**src/rtl/core_pipe_pkg.sv**
```systemverilog
// Shared types and constants for the Selen pipeline sequencer.
//   pipe_state_e : sequencer FSM states (RUN, LSU_WAIT, DROP)
//   HAZ_*_BIT    : bit positions inside dec_haz_cmd
//   PERF_W_DEF   : default width of the performance counters
//   src_hit()    : one source-operand versus destination match
package core_pipe_pkg;

  typedef enum logic [1:0] {
    ST_RUN      = 2'd0,
    ST_LSU_WAIT = 2'd1,
    ST_DROP     = 2'd2
  } pipe_state_e;

  localparam int HAZ_RS1_BIT = 0;
  localparam int HAZ_RS2_BIT = 1;

  localparam int PERF_W_DEF = 32;

  // A source only counts as a hazard if the instruction actually reads it.
  function automatic logic src_hit(input logic       used,
                                   input logic [4:0] src,
                                   input logic [4:0] dst);
    return used && (src == dst);
  endfunction

endpackage

```
**src/rtl/core_luse_det.sv**
```systemverilog
// Load-use hazard comparator between the DEC sources and the EXE load.
// Latency: purely combinational, zero cycles.
// Backpressure: none; the sequencer decides what a hazard stalls.
// Ports:
//   haz_cmd   in  2  source use of the DEC instruction (bit0 rs1, bit1 rs2)
//   rs1, rs2  in  5  DEC source registers
//   exe_rd    in  5  EXE destination register
//   exe_ld    in  1  EXE instruction is a load
//   exe_val   in  1  EXE holds a valid instruction
//   hazard    out 1  DEC must wait one cycle for the load data
module core_luse_det
  import core_pipe_pkg::*;
(
  input  logic [1:0] haz_cmd,
  input  logic [4:0] rs1,
  input  logic [4:0] rs2,
  input  logic [4:0] exe_rd,
  input  logic       exe_ld,
  input  logic       exe_val,
  output logic       hazard
);

  logic ld_live;
  logic any_hit;

  // x0 is hardwired to zero, so a load "into" x0 never creates a dependency.
  assign ld_live = exe_val & exe_ld & (exe_rd != 5'd0);

  assign any_hit = src_hit(haz_cmd[HAZ_RS1_BIT], rs1, exe_rd) |
                   src_hit(haz_cmd[HAZ_RS2_BIT], rs2, exe_rd);

  assign hazard = ld_live & any_hit;

endmodule

```
**src/rtl/core_pipe_ctrl.sv**
```systemverilog
// Pipeline sequencer for the five-stage Selen core: stage enables, bubble kills, redirect drop tracking.
// Latency: control outputs are combinational from state and inputs; state and counters move on posedge clk.
// Backpressure: an outstanding l1d request freezes every stage; fetch stalls and load-use insert bubbles.
// Optional feature: define CORE_PIPE_CTRL_PERF_EN to build the four saturating performance counters;
// otherwise the counter outputs are tied to zero and no counter flops exist.
// Ports:
//   clk, rst                 clock; asynchronous active-high reset
//   l1i_ack_in, l1i_busy_in  fetch response valid / fetch request outstanding
//   dec_haz_cmd_in, dec_rs1_in, dec_rs2_in      DEC source usage and registers
//   exe_val_in, exe_ld_in, exe_rd_in, exe_br_taken_in  EXE instruction info
//   mem_l1d_req_val_in, mem_l1d_ack_in          MEM data-cache handshake
//   *_enb_out                stage register enables (IF, DEC, EXE, MEM, WB)
//   if_kill_out, dec_kill_out  clear IF/DEC and DEC/EXE registers
//   state_out                current FSM state
//   perf_*_cnt_out           fetch-stall, load-use, lsu-wait and flush counters
module core_pipe_ctrl
  import core_pipe_pkg::*;
#(
  parameter int PERF_W = PERF_W_DEF
) (
  input  logic              clk,
  input  logic              rst,
  input  logic              l1i_ack_in,
  input  logic              l1i_busy_in,
  input  logic [1:0]        dec_haz_cmd_in,
  input  logic [4:0]        dec_rs1_in,
  input  logic [4:0]        dec_rs2_in,
  input  logic              exe_val_in,
  input  logic              exe_ld_in,
  input  logic [4:0]        exe_rd_in,
  input  logic              exe_br_taken_in,
  input  logic              mem_l1d_req_val_in,
  input  logic              mem_l1d_ack_in,
  output logic              if_enb_out,
  output logic              dec_enb_out,
  output logic              exe_enb_out,
  output logic              mem_enb_out,
  output logic              wb_enb_out,
  output logic              if_kill_out,
  output logic              dec_kill_out,
  output logic [1:0]        state_out,
  output logic [PERF_W-1:0] perf_fetch_cnt_out,
  output logic [PERF_W-1:0] perf_luse_cnt_out,
  output logic [PERF_W-1:0] perf_lsu_cnt_out,
  output logic [PERF_W-1:0] perf_flush_cnt_out
);

  pipe_state_e state_q;
  pipe_state_e state_d;

  logic luse_haz;
  logic l1d_hold;
  logic run_go;
  logic br_evt;
  logic luse_evt;
  logic fetch_evt;

  core_luse_det u_luse_det (
    .haz_cmd (dec_haz_cmd_in),
    .rs1     (dec_rs1_in),
    .rs2     (dec_rs2_in),
    .exe_rd  (exe_rd_in),
    .exe_ld  (exe_ld_in),
    .exe_val (exe_val_in),
    .hazard  (luse_haz)
  );

  // A request acked in the same cycle completes without freezing anything.
  assign l1d_hold = mem_l1d_req_val_in & ~mem_l1d_ack_in;

  // RUN cycles that are not frozen by the data cache; the three events below
  // are mutually exclusive in priority order and also feed the counters.
  assign run_go    = ~rst & (state_q == ST_RUN) & ~l1d_hold;
  assign br_evt    = run_go & exe_val_in & exe_br_taken_in;
  assign luse_evt  = run_go & ~br_evt & luse_haz;
  assign fetch_evt = run_go & ~br_evt & ~luse_haz & ~l1i_ack_in;

  always_ff @(posedge clk or posedge rst) begin
    if (rst) begin
      state_q <= ST_RUN;
    end else begin
      state_q <= state_d;
    end
  end

  always_comb begin
    state_d      = state_q;
    if_enb_out   = 1'b0;
    dec_enb_out  = 1'b0;
    exe_enb_out  = 1'b0;
    mem_enb_out  = 1'b0;
    wb_enb_out   = 1'b0;
    if_kill_out  = 1'b0;
    dec_kill_out = 1'b0;

    case (state_q)
      ST_RUN: begin
        if (l1d_hold) begin
          // Whole pipe holds; a branch in EXE is re-presented after the wait.
          state_d = ST_LSU_WAIT;
        end else if (br_evt) begin
          // Both younger instructions are wrong-path. If a fetch is still in
          // flight its response belongs to the old path and must be dropped.
          if_enb_out   = 1'b1;
          dec_enb_out  = 1'b1;
          exe_enb_out  = 1'b1;
          mem_enb_out  = 1'b1;
          wb_enb_out   = 1'b1;
          if_kill_out  = 1'b1;
          dec_kill_out = 1'b1;
          state_d      = l1i_busy_in ? ST_DROP : ST_RUN;
        end else if (luse_evt) begin
          // DEC holds its instruction; the load moves on, so the hazard
          // clears by itself after exactly one bubble.
          exe_enb_out  = 1'b1;
          mem_enb_out  = 1'b1;
          wb_enb_out   = 1'b1;
          dec_kill_out = 1'b1;
        end else if (fetch_evt) begin
          dec_enb_out  = 1'b1;
          exe_enb_out  = 1'b1;
          mem_enb_out  = 1'b1;
          wb_enb_out   = 1'b1;
          dec_kill_out = 1'b1;
        end else begin
          if_enb_out   = 1'b1;
          dec_enb_out  = 1'b1;
          exe_enb_out  = 1'b1;
          mem_enb_out  = 1'b1;
          wb_enb_out   = 1'b1;
        end
      end

      ST_LSU_WAIT: begin
        if (mem_l1d_ack_in) begin
          state_d = ST_RUN;
        end
      end

      ST_DROP: begin
        // The wrong-path response is discarded on arrival even if the data
        // cache is stalling; the drop then hands over to the lsu wait.
        if_kill_out = l1i_ack_in;
        if (!l1d_hold) begin
          dec_enb_out  = 1'b1;
          exe_enb_out  = 1'b1;
          mem_enb_out  = 1'b1;
          wb_enb_out   = 1'b1;
          dec_kill_out = 1'b1;
        end
        if (l1i_ack_in) begin
          state_d = l1d_hold ? ST_LSU_WAIT : ST_RUN;
        end
      end

      default: begin
        state_d = ST_RUN;
      end
    endcase

    // Nothing may advance while reset is held, even though RUN is the reset state.
    if (rst) begin
      if_enb_out   = 1'b0;
      dec_enb_out  = 1'b0;
      exe_enb_out  = 1'b0;
      mem_enb_out  = 1'b0;
      wb_enb_out   = 1'b0;
      if_kill_out  = 1'b0;
      dec_kill_out = 1'b0;
    end
  end

  assign state_out = state_q;

`ifdef CORE_PIPE_CTRL_PERF_EN
  localparam logic [PERF_W-1:0] CNT_MAX = {PERF_W{1'b1}};
  localparam logic [PERF_W-1:0] CNT_ONE = {{(PERF_W-1){1'b0}}, 1'b1};

  logic [PERF_W-1:0] fetch_cnt_q;
  logic [PERF_W-1:0] luse_cnt_q;
  logic [PERF_W-1:0] lsu_cnt_q;
  logic [PERF_W-1:0] flush_cnt_q;
  logic              lsu_evt;

  assign lsu_evt = (state_q == ST_LSU_WAIT);

  // Counters stick at all-ones instead of wrapping.
  always_ff @(posedge clk or posedge rst) begin
    if (rst) begin
      fetch_cnt_q <= '0;
      luse_cnt_q  <= '0;
      lsu_cnt_q   <= '0;
      flush_cnt_q <= '0;
    end else begin
      if (fetch_evt && (fetch_cnt_q != CNT_MAX)) begin
        fetch_cnt_q <= fetch_cnt_q + CNT_ONE;
      end
      if (luse_evt && (luse_cnt_q != CNT_MAX)) begin
        luse_cnt_q <= luse_cnt_q + CNT_ONE;
      end
      if (lsu_evt && (lsu_cnt_q != CNT_MAX)) begin
        lsu_cnt_q <= lsu_cnt_q + CNT_ONE;
      end
      if (br_evt && (flush_cnt_q != CNT_MAX)) begin
        flush_cnt_q <= flush_cnt_q + CNT_ONE;
      end
    end
  end

  assign perf_fetch_cnt_out = fetch_cnt_q;
  assign perf_luse_cnt_out  = luse_cnt_q;
  assign perf_lsu_cnt_out   = lsu_cnt_q;
  assign perf_flush_cnt_out = flush_cnt_q;
`else
  assign perf_fetch_cnt_out = '0;
  assign perf_luse_cnt_out  = '0;
  assign perf_lsu_cnt_out   = '0;
  assign perf_flush_cnt_out = '0;
`endif

endmodule
```
**config.mk**
```make
export PLATFORM = sky130hd
export DESIGN_NAME = core_pipe_ctrl
export DESIGN_NICKNAME = d
export VERILOG_FILES = /design/src/rtl/core_pipe_pkg.sv /design/src/rtl/core_luse_det.sv /design/src/rtl/core_pipe_ctrl.sv
export SDC_FILE = /design/constraint.sdc
export NUM_CORES = 1
export LEC_CHECK = 0
export CORE_ASPECT_RATIO = 0.75
export CORE_MARGIN = 4
export CORE_UTILIZATION = 45
export CTS_BUF_LIST = sky130_fd_sc_hd__clkbuf_4
export CTS_CLUSTER_DIAMETER = 120
export DETAILED_ROUTE_END_ITERATION = 16
export DONT_BUFFER_PORTS = 1
export GPL_TIMING_DRIVEN = 0
export SYNTH_ARGS = -nofsm -noshare
export SYNTH_HDL_FRONTEND = slang
export SYNTH_SLANG_ARGS = --single-unit
export TNS_END_PERCENT = 1
```
**constraint.sdc**
```tcl
create_clock -name clk -period 1.34 [get_ports clk]
set_input_delay 0.268 -clock clk [delete_from_list [all_inputs] [get_ports clk]]
set_output_delay 0.268 -clock clk [all_outputs]
set_load 0.05 [all_outputs]
```
==> flow_summary.ini, run 1 <==
[global_route]
globalRouteMet1Util_pct = 13.2
busiest_layer = met2
grt_pass1_wl_um = 4080
antenna_found_initial = 0
use_met3_pct = 6.97
grt_max_degree = 9
grt_overflow = 0
grt_use_total_pct = 13.7
grt_use_met2_pct = 27.1
first_global_vias = 870

[floorplanning]
design.core.area_mm2 = 0.00268
rows = 16
die_y_um = 54.3
initial_utilization_pct = 48.0
io_pins = 163
dieArea_mm2 = 0.00379
dieWidth_um = 69.8

[logic_synthesis]
ys_ff_latch = 2
synth_area_per_cell_um2 = 7.45
synth-edff-count = 0
ys_seq_area_share_pct = 3.88
synth_area_leaders = buf_4 76%, xnor2_1 6.8%, dfrtp_1 3.9%
async_flop_share_pct = 100
synth_top_area_share_pct = 75.7
synth_area_leader_cell = buf_4
synth_area_mm2 = 0.00129
synth_top_cells_by_count = 130 x buf_4, 10 x xnor2_1, 5 x nand2_1
yosys.cell_count.top_type = buf_4
synth_compound_area_share_pct = 5.34
synth_top_family_by_area = buffers and inverters
synthFlopType = dfrtp_1
synth_fa_ha_area_share_pct = 0
syn_inst = 173
synthDistinctLibCells = 22
synth-xor-area-share_pct = 6.80
synth-simple-area-share_pct = 6.50
synth_mux_area_share_pct = 0
ys_warn_count = 0

[outcome]
status = complete, but fails checks
violations = setup timing

[setup_path]
path_buf_inv = 0
slowest_stage = dfrtp_4
end_kind = output pin
crit_type = reg -> out
crit_path_start_kind = register
cpPeakStageDelay_ns = 0.58
arrival_ns = 1.67
cp_max_fo = 6
crit_chain = nor2_4, nand2_4, nor3_2, a21oi_2, nor3_4
cp.required_ns = 1.07
crit_family = simple AND/OR/NAND/NOR gates

[finish]
nFillCells = 257
largest_register_ffs = 2
multi_input_area_um2 = 785
final_area_mm2 = 0.00193
drive_gt1_share_pct = 48.4
nets = 332
seqCellArea_um2 = 55.1
n_antenna_cell = 0
synthToLayoutAreaGrowth_pct = 49.5

[routing]
drtIter0Drc = 6
drc = 0
drt-total-wl_um = 3070
dr_total_vias = 991
drtAntennaViolNets = 0
drt-pass1-iter-count = 4
wl_per_cell_um = 9.03
via_per_inst = 2.91

[sta]
fmax_ghz = 0.515
worst-slew-pin-transition_ns = 0.550
hold_violations = 0
setup_viol_count_final = 7
period_share_pct = 145
rsz0062_at_grt = true
max_slew_margin_pct = 63.2
min_period_ns = 1.94
slew_violations = 0
skew_ns = 0.00527
layout_setup_ws_ns = -0.603

[clock_network]
clk_pin_slew_ns = 0.03
clock_latency_ns = 0.24
cts_tree = yes
cts_root_buffer = clkbuf_4
htree_num_levels = 1
clk_path_buf_depth = 2
numCtsBuffers = 3
cts_sinks = 2

[worst_hold_path]
hp-class = in -> reg

[power_and_ir_drop]
p_per_area_mw_per_mm2 = 760
power.leakage_nw = 1.26
ir_drop_mv = 0.573
p_total_mw = 1.47

[placement]
placed_area_mm2 = 0.00186
hpwl_um = 2990
portBuffers = 0
gp_congestion = 0.763

[run]
maxCapViolations = 0
-- kinds of logic after synthesis --
| family | after synthesis |
|---|---|
| compound gates | 9 |
| buf+inv | 135 |
| simple gates | 16 |
| other cells | 1 |
| xor+xnor | 10 |
| flops | 2 |
-- through the flow --
stage / instances / setup TNS [ns] / utilization (%) / setup slack [ns] / hold WS [ns]
finish: 340 / -3.22 / 71.8 / -0.603 / 0.104
global route: 340 / -3.59 / 71.8 / -0.649 / 0.100
CTS: 340 / -3.29 / 71.5 / -0.611 / 0.103
detailed placement: 336 / -2.36 / 69.5 / -0.445 / 0.0146
global placement: 336 / -2.36 / 69.5 / -0.453 / 0.0116
floorplan: 300 / -1.75 / - / -0.357 / 0.00922
-- area by class of cell --
cell class / instances / area share, %
Sequential cell: 2 / 2.86
Inverter: 4 / 0.974
Multi-Input combinational cell: 163 / 40.7
Buffer: 131 / 51.4
Tap cell: 36 / 2.34
Clock buffer: 3 / 1.17
Timing Repair Buffer: 1 / 0.519
-- repair_timing --
action | in CTS | in global routing
buffers inserted | 0 | 0
hold buffers | 1 | 0
endpoints found under the hold margin | 2 | 0
resized for setup | 6 | 1
endpoints found under the setup margin | 7 | 8
pin swaps | 2 | 0
-- worst paths after layout --
kind,start,endpoint,slack (ns),cells past startpoint
worst max register to register,state_out[0]$_DFFE_PP0P_,state_out[1]$_DFFE_PP0P_,0.05,5
worst min register to register,state_out[0]$_DFFE_PP0P_,state_out[1]$_DFFE_PP0P_,0.67,1
worst max-delay path,state_out[0]$_DFFE_PP0P_,if_kill_out,-0.60,5
min in group asynchronous,rst,state_out[1]$_DFFE_PP0P_,0.33,2
max in group asynchronous,rst,state_out[0]$_DFFE_PP0P_,0.88,2
worst min-delay path,mem_l1d_ack_in,state_out[0]$_DFFE_PP0P_,0.10,1
-- report_power, final --
part	switching, mW	internal [mW]
Clock	0.0432	0.0995
Combinational	0.929	0.311
Sequential	0.0169	0.0653
-- layout by cell type, fill, tap and decap left out, types with 2 or more instances in the layout --
cell and count:
conb_1 128, nand4_1 2, xnor2_1 10, inv_1 3
nor2_1 2, buf_4 128, clkbuf_4 4, nand2_1 4
buf_6 2
-- layer usage --
metal,share of wire (%),up-vias
li1,-,547
met1,28,363
met2,55,79
met3,16,2
met4,0.46,0
met5,0,-
No activity file was read; power rests on OpenSTA's default activity.
==> run 2: changes to the inputs <==
- CORE_AREA: default -> 2 2 64 66
- CORE_ASPECT_RATIO: 0.75 -> default
- CORE_MARGIN: 4 -> default
- CORE_UTILIZATION: 45 -> default
- DIE_AREA: default -> 0 0 66 68
- SKIP_LAST_GASP: default -> 1
==> run 2 against run 1 <==
  * The run still ends with setup timing left
  * Via count down 1.9%
  * Non-clock buffer count unchanged
  * Clock-buffer cell count did not move
  * Core utilization decreased by 22 points
  * Routed wire length is 21% lower
  * Fmax increased by 2.2%
  * Largest cell class unchanged
==> flow_summary.ini, run 2 (synthesis results as in run 1) <==
[outcome]
status = complete, but fails checks
violations = setup timing

[placement]
hpwl_um = 2460
gp_congestion = 0.685
dp_cells = 350
placed_area_mm2 = 0.00188
post-place-ws_ns = -0.431
portBuffers = 0

[floorplanning]
die_y_um = 68
dieArea_mm2 = 0.00449
io_pins = 163
design.core.area_mm2 = 0.00386
rows = 23
initial_utilization_pct = 33.4
dieWidth_um = 66

[run]
maxCapViolations = 0

[power_and_ir_drop]
pwr-share-seq_pct = 5.6
power.switching_mw = 0.969
power.leakage_nw = 1.25
swShare_pct = 67.4
clock_power_share_pct = 9.1
ir_drop_mv = 0.429
p_int_mw = 0.469
p_per_area_mw_per_mm2 = 747
comb_power_share_pct = 85.3

[routing]
dr_total_vias = 972
wl_met3_um = 499
via_per_inst = 2.75
drt-total-wl_um = 2430
wl_met2_um = 1360
drc = 0
top_layer = met3
drtIter0Drc = 1
drtAntennaViolNets = 0
wl_per_cell_um = 6.85
met1_length_um = 562
drt-pass1-iter-count = 2

[setup_path]
reg2reg_depth = 5
arrival_ns = 1.63
r2r_setup_slack_ns = 0.04
r2r_end = state_out[1]$_DFFE_PP0P_
end_kind = output pin
crit_type = reg -> out
timing.rr.start = state_out[0]$_DFFE_PP0P_
crit_path_start_kind = register
cp_max_fo = 6
cp.required_ns = 1.07

[clock_network]
clk_pin_slew_ns = 0.03
cts_tree = yes
cts_root_buffer = clkbuf_4
cts_sinks = 2
clk_path_buf_depth = 2
post_cts_buffers = 0
numCtsBuffers = 3
htree_num_levels = 1
clock_latency_ns = 0.22

[global_route]
first_global_vias = 690
grt_overflow = 0
grt_pass1_wl_um = 2820
grt_max_degree = 9
antenna_found_initial = 0
grt_use_total_pct = 8.17

[finish]
drive_gt1_share_pct = 48.4
largest_register_ffs = 2
nets = 332
layout_commonest_cell = buf_4
n_antenna_cell = 0
finalNonFillerCells = 354
synthToLayoutAreaGrowth_pct = 49.5
final_cell_mix = 130 x buf_4, 128 x conb_1, 10 x xnor2_1
final_area_mm2 = 0.00193

[sta]
worst-slew-pin-transition_ns = 0.538
layout_setup_ws_ns = -0.561
slew_violations = 0
rsz0062_at_grt = true
min_period_ns = 1.90
setup_viol_count_final = 7
timing.setup.tns_ns = -3.25
period_share_pct = 142
skew_ns = 0.00213
hold_violations = 0
fmax_ghz = 0.526
max_slew_margin_pct = 64.0

[worst_hold_path]
hp-class = in -> reg
min_path_cells = 1
min_to = state_out[0]$_DFFE_PP0P_
hp-start = mem_l1d_ack_in
-- run 2: changes by cell type in the layout (fill, tap and decap cells not counted) --
cell	delta
o31a_2	+1
buf_6	-2
buf_4	+2
dfrtp_4	-1
dfrtp_2	+1
o31a_4	-1
-- run 2: worst max-delay path by stage --
| stage | from | endpoint | cells after the start | slack (ns) |
|---|---|---|---|---|
| 2_1_floorplan | state_out[0]$_DFFE_PP0P_ | if_kill_out | 5 | -0.36 |
| 3_3_place_gp | state_out[0]$_DFFE_PP0P_ | if_kill_out | 5 | -0.43 |
| 3_5_place_dp | state_out[0]$_DFFE_PP0P_ | if_kill_out | 5 | -0.43 |
| 4_1_cts | state_out[0]$_DFFE_PP0P_ | if_kill_out | 5 | -0.59 |
| 5_1_grt | state_out[0]$_DFFE_PP0P_ | if_enb_out | 4 | -0.67 |
| 6_report | state_out[0]$_DFFE_PP0P_ | if_kill_out | 5 | -0.56 |
-- run 2: per-layer routing --
layer,track usage (%),vias to the layer above
met5,0,-
met4,2.30,0
met3,4.28,0
met2,17.7,83
met1,5.99,343
li1,-,546
-- run 2: critical path, cell delays in order (launching register included) --
cell     delay (ns)
dfrtp_2        0.54
nor2_4         0.15
nand2_4        0.09
nor3_2         0.13
a21oi_2        0.07
nor3_4         0.43
-- run 2: cell type report --
class | count | area [um2]
buffer | 131 | 983
clock buffer | 3 | 22.5
fill | 412 | 1930
inverter | 4 | 18.8
multi-input combinational | 163 | 777
sequential | 2 | 52.6
tap | 50 | 62.6
timing repair buffer | 1 | 10.0
-- run 2: what timing repair did --
action                     in CTS  in global routing
pin swaps                       1                  0
cloned                          0                  0
hold buffers                    1                  0
setup endpoints to repair       8                  8
gates resized for setup         3                  0
hold endpoints to repair        2                  0
-- run 2: through the flow --
| stage | util, % | hold slack (ns) | power [mW] |
|---|---|---|---|
| 2_1_floorplan | - | 0.00922 | 1.27 |
| 3_3_place_gp | 48.8 | 0.0134 | 1.28 |
| 3_5_place_dp | 48.8 | 0.0183 | 1.28 |
| 4_1_cts | 50.0 | 0.0969 | 1.43 |
| 5_1_grt | 50.0 | 0.0988 | 1.51 |
| 6_report | 50.0 | 0.107 | 1.44 |
-- run 2: power groups by stage --
stage / clock [mW] / combinational [mW] / sequential, mW
floorplan: 0 / 1.19 / 0.0796
global placement: 0 / 1.20 / 0.0807
detailed placement: 0 / 1.20 / 0.0806
CTS: 0.141 / 1.21 / 0.0807
global route: 0.149 / 1.28 / 0.0815
finish: 0.131 / 1.23 / 0.0807
==> run 3: changes to the inputs <==
- CORE_AREA: 2 2 64 66 -> default
- CORE_ASPECT_RATIO: default -> 0.75
- CORE_UTILIZATION: default -> 24
- DIE_AREA: 0 0 66 68 -> default
- DONT_BUFFER_PORTS: 1 -> default
- PLACE_DENSITY: default -> 0.79
==> run 3 against run 2 <==
  * The run still ends with setup timing left
  * Sequential cell count is the same
  * Sequential share of layout area shrank 0.48 points
  * Clock skew grew 0.0050 ns
  * Non-clock buffer count grew 34
  * First-iteration DRC count is the same
  * Critical path depth grew 2
  * Sequential power shrank 13%
  * Die area grew 26%
  * Clock power grew 9%
  * Hold slack lost 0.0093 ns
  * Fmax grew 5.0%
  * Critical path type is now in -> out
  * Largest power group unchanged
==> flow_summary.ini, run 3 (synthesis results as in run 1) <==
[sta]
fmax_ghz = 0.552
min_period_ns = 1.81
hold_slack_ns = 0.0978
layout_setup_ws_ns = -0.471
period_share_pct = 135
rsz0062_at_grt = true
max_slew_margin_pct = 66.4
skew_ns = 0.00710
slew_violations = 0
timing.setup.tns_ns = -3.72
setup_viol_count_final = 9
worst-slew-pin-transition_ns = 0.502
hold_violations = 0

[clock_network]
htree_num_levels = 1
cts_sinks = 2
clk_path_buf_depth = 2
cts_tree = yes
numCtsBuffers = 3
cts_root_buffer = clkbuf_4
clock_latency_ns = 0.24
clk_pin_slew_ns = 0.03
ctsHoldBuffers = 0

[global_route]
first_global_vias = 929
grt_max_degree = 9
grt_use_total_pct = 8.71
antenna_found_initial = 0
grt_pass1_wl_um = 3860
grt_overflow = 0

[setup_path]
crit_type = in -> out
startpoint = exe_rd_in[1]
cpPeakStageDelay_ns = 0.33
arrival_ns = 1.54
crit_chain = buf_8, xnor2_2, nand4_1, o22ai_2, o2111ai_4, o31a_2, buf_8
r2r_end = state_out[1]$_DFFE_PP0P_
cp_max_fo = 3
crit_path_start_kind = input pin
slowest_stage = o31a_2
path_common_cell = buf_8
end_kind = output pin
timing.rr.start = state_out[0]$_DFFE_PP0P_
cp.required_ns = 1.07
reg2reg_depth = 5
r2r_setup_slack_ns = 0.15
endpoint = dec_enb_out

[routing]
via_per_inst = 2.77
drtIter0Drc = 1
drt-pass1-iter-count = 4
drt-total-wl_um = 2850
drc = 0
drtAntennaViolNets = 0
wl_per_cell_um = 6.94
dr_total_vias = 1137

[finish]
largest_register_ffs = 2
drive_gt1_share_pct = 52.7
n_antenna_cell = 0
nets = 366
final_cell_mix = 132 x buf_4, 128 x conb_1, 9 x buf_2
layout_commonest_cell = buf_4
final_area_mm2 = 0.00234
synthToLayoutAreaGrowth_pct = 81.3

[floorplanning]
dieWidth_um = 86.6
design.core.area_mm2 = 0.00504
rows = 22
io_pins = 163
die_y_um = 65.5
initial_utilization_pct = 25.6
dieArea_mm2 = 0.00567

[power_and_ir_drop]
ir_drop_mv = 0.321
power.leakage_nw = 1.47
p_per_area_mw_per_mm2 = 678

[worst_hold_path]
hp-class = in -> async

[placement]
placed_area_mm2 = 0.00225
hpwl_um = 2610
portBuffers = 34
gp_congestion = 0.689

[outcome]
violations = setup timing
status = complete, but fails checks

[run]
maxCapViolations = 0
run 3: per-stage QoR:
step | total power [mW] | cells | utilization [%] | setup WS, ns
floorplan | 1.27 | 300 | - | -0.357
CTS | 1.57 | 409 | 45.9 | -0.518
finish | 1.58 | 410 | 46.4 | -0.471
global route | 1.65 | 410 | 46.4 | -0.544
global placement | 1.40 | 406 | 44.7 | -1.58
detailed placement | 1.40 | 406 | 44.7 | -1.60
run 3: area by class of cell:
type	count	area, um2
multi-input combinational	163	851
inverter	4	18.8
fill	514	2700
timing repair buffer	35	320
tap	72	90.1
sequential	2	52.6
buffer	131	981
clock buffer	3	22.5
run 3: worst min-delay path by stage:
stage          slack [ns]                     start                  endpoint  cells after the start
2_1_floorplan       0.009                       rst  state_out[0]$_DFFE_PP0P_                      1
3_3_place_gp         0.52  state_out[0]$_DFFE_PP0P_  state_out[1]$_DFFE_PP0P_                      1
3_5_place_dp         0.53  state_out[0]$_DFFE_PP0P_  state_out[1]$_DFFE_PP0P_                      1
4_1_cts              0.09                       rst  state_out[1]$_DFFE_PP0P_                      2
5_1_grt              0.11                       rst  state_out[1]$_DFFE_PP0P_                      2
6_report              0.1                       rst  state_out[1]$_DFFE_PP0P_                      2
run 3: layer usage:
metal | global-route usage (%) | routed length [um] | share of wire [%]
met1 | 7.10 | 802 | 28
met2 | 18.8 | 1630 | 57
met3 | 3.14 | 379 | 13
met4 | 3.13 | 30 | 1.1
met5 | 0 | 0 | 0
run 3: what timing repair did:
action / 4_1_cts / 5_1_grt
setup buffers: 0 / 1
gates resized for setup: 121 / 4
pin swaps: 17 / 4
setup endpoints to repair: 9 / 9
run 3: report_power, final:
group          internal [mW]  leakage (nW)  total, mW  switching, mW
Clock                 0.0995        0.0138      0.143         0.0437
Combinational          0.393          1.43       1.37          0.979
Sequential            0.0642        0.0235     0.0699        0.00561
run 3: critical path: cells and delay by family:
kind / cells / cell delay (ns)
buf+inv: 2 / 0.25
compound gates: 3 / 0.74
xor+xnor: 1 / 0.14
simple gates: 1 / 0.14
